==> src/rtl/controller_event_scheduler.sv <==
// Gamepad event scheduler: debounces a 12-bit button snapshot once per frame, detects presses and
// D-pad auto-repeats, and serialises the resulting events into a small first-word fall-through FIFO.
module controller_event_scheduler #(
    parameter int unsigned STABLE_FRAMES = 2,
    parameter int unsigned REPEAT_DELAY  = 20,
    parameter int unsigned REPEAT_RATE   = 5,
    parameter int unsigned FIFO_DEPTH    = 4
) (
    input  logic        clk,
    input  logic        reset,
    input  logic [11:0] buttons,
    input  logic        frame_done,
    output logic        evt_valid,
    output logic [3:0]  evt_code,
    output logic        evt_repeat,
    input  logic        evt_ready,
    output logic [11:0] held,
    output logic        overflow
);

    localparam int unsigned CNT_W = 2;
    localparam int unsigned TMR_W = $clog2(REPEAT_DELAY + REPEAT_RATE + 1);
    localparam int unsigned PTR_W = $clog2(FIFO_DEPTH);

    typedef enum logic {
        IDLE,
        SCAN
    } state_t;

    state_t                        state_q, state_d;
    logic [11:0]                   held_q, held_d, held_new;
    logic [11:0][CNT_W-1:0]        cnt_q, cnt_d, cnt_new;
    logic [TMR_W-1:0]              timer_q, timer_d, timer_new, timer_inc;
    logic [11:0]                   pend_q, pend_d;
    logic [11:0]                   rflag_q, rflag_d;
    logic [11:0]                   press, rep, rest;
    logic [3:0]                    top_idx;

    logic [FIFO_DEPTH-1:0][4:0]    mem_q, mem_d;
    logic [PTR_W-1:0]              wr_ptr_q, wr_ptr_d, rd_ptr_q, rd_ptr_d;
    logic [PTR_W:0]                count_q, count_d;
    logic                          overflow_q, overflow_d;
    logic                          push, push_ok, pop, full;
    logic [4:0]                    head;

    // Candidate frame update; only committed when a frame is accepted in IDLE.
    always_comb begin
        held_new  = held_q;
        cnt_new   = cnt_q;
        rep       = '0;
        timer_new = timer_q;
        timer_inc = timer_q + 1'b1;
        for (int i = 0; i < 12; i++) begin
            if (buttons[i] != held_q[i]) begin
                if (cnt_q[i] == CNT_W'(STABLE_FRAMES - 1)) begin
                    held_new[i] = ~held_q[i];
                    cnt_new[i]  = '0;
                end else begin
                    cnt_new[i] = cnt_q[i] + 1'b1;
                end
            end else begin
                cnt_new[i] = '0;
            end
        end
        press = held_new & ~held_q;
        if ((held_new[11:8] != held_q[11:8]) || (held_new[11:8] == 4'b0)) begin
            timer_new = '0;
        end else if (timer_inc == TMR_W'(REPEAT_DELAY)) begin
            timer_new  = timer_inc;
            rep[11:8]  = held_new[11:8];
        end else if (timer_inc == TMR_W'(REPEAT_DELAY + REPEAT_RATE)) begin
            timer_new  = TMR_W'(REPEAT_DELAY);
            rep[11:8]  = held_new[11:8];
        end else begin
            timer_new = timer_inc;
        end
    end

    always_comb begin
        top_idx = '0;
        for (int i = 0; i < 12; i++) begin
            if (pend_q[i]) begin
                top_idx = i[3:0];
            end
        end
        rest = pend_q & ~(12'b1 << top_idx);
    end

    always_comb begin
        state_d = state_q;
        held_d  = held_q;
        cnt_d   = cnt_q;
        timer_d = timer_q;
        pend_d  = pend_q;
        rflag_d = rflag_q;
        push    = 1'b0;
        case (state_q)
            IDLE: begin
                if (frame_done) begin
                    held_d  = held_new;
                    cnt_d   = cnt_new;
                    timer_d = timer_new;
                    pend_d  = press | rep;
                    rflag_d = rep & ~press;
                    state_d = SCAN;
                end
            end
            SCAN: begin
                if (pend_q == 12'b0) begin
                    state_d = IDLE;
                end else begin
                    push   = 1'b1;
                    pend_d = rest;
                    if (rest == 12'b0) begin
                        state_d = IDLE;
                    end
                end
            end
            default: state_d = IDLE;
        endcase
    end

    // A full FIFO still accepts a push when the head leaves in the same cycle.
    always_comb begin
        mem_d      = mem_q;
        wr_ptr_d   = wr_ptr_q;
        rd_ptr_d   = rd_ptr_q;
        count_d    = count_q;
        full       = (count_q == (PTR_W + 1)'(FIFO_DEPTH));
        pop        = evt_valid & evt_ready;
        push_ok    = push & (~full | pop);
        overflow_d = overflow_q | (push & full & ~pop);
        if (push_ok) begin
            mem_d[wr_ptr_q] = {rflag_q[top_idx], top_idx};
            wr_ptr_d        = wr_ptr_q + 1'b1;
        end
        if (pop) begin
            rd_ptr_d = rd_ptr_q + 1'b1;
        end
        if (push_ok && !pop) begin
            count_d = count_q + 1'b1;
        end else if (!push_ok && pop) begin
            count_d = count_q - 1'b1;
        end
    end

    always_ff @(posedge clk or negedge reset) begin
        if (!reset) begin
            state_q    <= IDLE;
            held_q     <= '0;
            cnt_q      <= '0;
            timer_q    <= '0;
            pend_q     <= '0;
            rflag_q    <= '0;
            mem_q      <= '0;
            wr_ptr_q   <= '0;
            rd_ptr_q   <= '0;
            count_q    <= '0;
            overflow_q <= 1'b0;
        end else begin
            state_q    <= state_d;
            held_q     <= held_d;
            cnt_q      <= cnt_d;
            timer_q    <= timer_d;
            pend_q     <= pend_d;
            rflag_q    <= rflag_d;
            mem_q      <= mem_d;
            wr_ptr_q   <= wr_ptr_d;
            rd_ptr_q   <= rd_ptr_d;
            count_q    <= count_d;
            overflow_q <= overflow_d;
        end
    end

    assign head       = mem_q[rd_ptr_q];
    assign evt_valid  = (count_q != '0);
    assign evt_code   = evt_valid ? head[3:0] : 4'b0;
    assign evt_repeat = evt_valid ? head[4] : 1'b0;
    assign held       = held_q;
    assign overflow   = overflow_q;

endmodule

==> config.mk <==
export PLATFORM = sky130hd
export DESIGN_NAME = controller_event_scheduler
export DESIGN_NICKNAME = d
export VERILOG_FILES = /design/src/rtl/controller_event_scheduler.sv
export SDC_FILE = /design/constraint.sdc
export NUM_CORES = 1
export LEC_CHECK = 0
export BUFFER_PORTS_ARGS = -buffer_cell sky130_fd_sc_hd__buf_2
export CORE_UTILIZATION = 36
export CTS_CLUSTER_SIZE = 10
export DETAILED_ROUTE_END_ITERATION = 16
export GPL_TIMING_DRIVEN = 0
export PLACE_DENSITY = 0.57
export SYNTH_ARGS = -nofsm -noshare
export SYNTH_HDL_FRONTEND = slang
export SYNTH_SLANG_ARGS = --single-unit
==> constraint.sdc <==
create_clock -name clk -period 3.4 [get_ports clk]
set_clock_uncertainty 0.2 [all_clocks]
set_input_delay 0.17 -clock clk [delete_from_list [all_inputs] [get_ports clk]]
set_output_delay 0.17 -clock clk [all_outputs]
set_load 0.005 [all_outputs]
==> flow_summary.ini <==
[timing]
max_freq_mhz = 314
worst_slew_pin_slew_ps = 886
setup_viol = 0
post-route-min-period_ps = 3190
hold_violations = 0
max_slew_margin_pct = 40.5
rsz0062_at_grt = no
slew_viol_final = 0
tns_ps = 0
finalCritPeriodShare_pct = 93.8

[critical_path]
critPathLaunchType = register
regToRegSetupSlack_ps = 210
slowest_stage = or4_4
worst_ep_required_time_ps = 3430
path_class = reg -> reg
critical-path-top-delay-family = simple AND/OR/NAND/NOR gates
slowest_delay_ps = 570
endpoint_kind = register
path_buf_inv = 2
cp_max_fo = 8
path_cells = or4_4 -> buf_6 -> o31ai_4 -> nor2_4 -> ha_1 -> inv_1 -> fa_1 -> mux2_2
crit_arrival_ps = 3220

[synthesis]
synth-edff-count = 0
synth_flop_cell = dfrtp_1
yosysWarnings = 0
synth_fp_nets = 438
ys_ff_latch = 86
seq_area_frac_synth_pct = 47.5
ys_types = 58
syn-mean-instance-area_sq_um = 11.1
syn_area_sq_um = 4530
syn_inst = 409
async_flop_share_pct = 100

[job]
maxCapViolCount = 0

[global_route]
grt_antenna_before_repair = 0
grt_pass1_vias = 3221
gr-usage-all-layers_pct = 16.5
grt_overflow = 0
grt_max_degree = 70
grt_pass1_wl_microns = 16400

[drt]
viasPerCell = 5.00
drtIter0Drc = 96
firstDrtPassIters = 4
drc_errors = 0
num_vias = 3193
drtAntennaViolNets = 0
avgRoutedWirePerCell_microns = 15.3
routed_wirelength_microns = 9740

[cts]
clkTransAtPathRegs_ps = 60
tritoncts = done
cts_made_buffers = 9
clkSinkCount = 86
cts_max_path_buffers = 2
cts_root_buf = clkbuf_16
clk_latency_ps = 340
htreeDepth = 3

[place]
place.gp.congestion = 0.807
hpwlAfterDp_microns = 6720
port_buffers = 34
placed_area_sq_um = 4940

[min_path]
worst_hold_path_type = in -> async

[power_and_ir_drop]
p_leak_nw = 2.52
ir_drop_uv = 372
total_power_mw = 5.01
powerDensity_nw_per_um2 = 935

[floorplan]
floorplan.die_area_sq_um = 13000
core_sq_um = 12100
io_pins = 35
die_w_microns = 114
floorplan.initialDensity_pct = 37.4
row_count = 40
die_y_microns = 114

[cells_and_area]
final_cell_mix = dfrtp_1 (86), buf_2 (34), o21ai_0 (27)
final_common_cell = dfrtp_1
stdcell_area_sq_um = 5360
n_antenna_cell = 0
syn2layout_area_growth_pct = 18.4
num-nets-final = 494
drive_above_1_share_pct = 21.1

[run_status]
outcome = complete, no violations
[worst reg2reg max path, stage by stage, from the launching register on]
cell     delay [ps]
dfrtp_1         470
or4_4           570
buf_6           150
o31ai_4         510
nor2_4          170
ha_1            270
inv_1            70
fa_1            400
mux2_2          260
[timing repair]
item,in CTS,in global routing
hold buffers,10,0
resized for setup,0,0
hold endpoints to repair,104,0
setup buffers,0,0
[metal layers]
metal | GRT usage (%) | vias up | routed length, microns
li1 | - | 1559 | -
met1 | 20.7 | 1585 | 4600
met2 | 27.6 | 36 | 4700
met3 | 3.86 | 13 | 270
met4 | 6.23 | 0 | 166
met5 | 0 | - | 0
[path summary, 6_finish.rpt]
kind                             from         end  cells after the start
hold / removal                  reset  count_q[0]                      2
max in group asynchronous       reset   cnt_q[17]                      3
hold reg to reg              overflow    overflow                      1
setup / recovery            pend_q[8]  count_q[1]                      8
setup reg to reg            pend_q[8]  count_q[1]                      8
min in group clk           buttons[9]   cnt_q[18]                      4
[state kept, by name, indices dropped and copies added, names as in the netlist]
register and cells:
timer_q 5, state_q 1, rd_ptr_q 2, cnt_q 24, held 12, pend_q 12, overflow 1, wr_ptr_q 2
rflag_q 4, count_q 3, mem_q 20
[kinds of logic (layout without fill, tap and decap cells)]
kind of cell	Yosys count	after routing	share of synthesized area, %
AO/OA/AOI/OAI	90	90	13.7
XOR/XNOR	21	21	4.06
adder cells (fa/ha/maj)	14	14	3.98
buffers and inverters	39	100	3.59
flip-flops	86	86	47.5
multiplexers	36	36	11.7
AND/OR/NAND/NOR	123	123	15.4
[area by class of cell]
| type | count | area, sq um |
|---|---|---|
| Inverter | 21 | 78.8 |
| Clock buffer | 14 | 284 |
| Timing Repair Buffer | 45 | 300 |
| Tap cell | 168 | 210 |
| Sequential cell | 86 | 2150 |
| Multi-Input combinational cell | 284 | 2210 |
| Fill cell | 1184 | 6750 |
| Clock inverter | 2 | 37.5 |
| Buffer | 18 | 83.8 |
[Yosys cell counts (all sizes together), types with 9 or more instances]
cell    count  area, sq um
nor3       20          100
xnor2      17          149
ha         12          150
and2       19          121
dfrtp      86         2150
mux2       27          379
clkbuf     11         41.3
nor3b       9         67.6
a21o       15          113
nor2       15         63.8
o21ai      28          140
a21oi      14         70.1
inv        21         78.8
nand2      28          135
[stage by stage]
stage	cells	setup WS, ps	util, %	hold WS, ps
floorplan	409	478	-	-326
detailed placement	612	230	40.8	-137
CTS	638	222	44.3	39.5
global route	638	91.9	44.3	62.0
finish	638	211	44.3	42.7
global placement	611	256	40.5	217
[where the power goes]
group / internal, mW / leakage, nW / switching [mW]
clock network: 0.650 / 0.155 / 0.396
registers: 1.38 / 1.10 / 0.320
logic: 1.10 / 1.26 / 1.16
total: 3.13 / 2.52 / 1.88
Note: power is estimated with default switching activity, not from simulation.
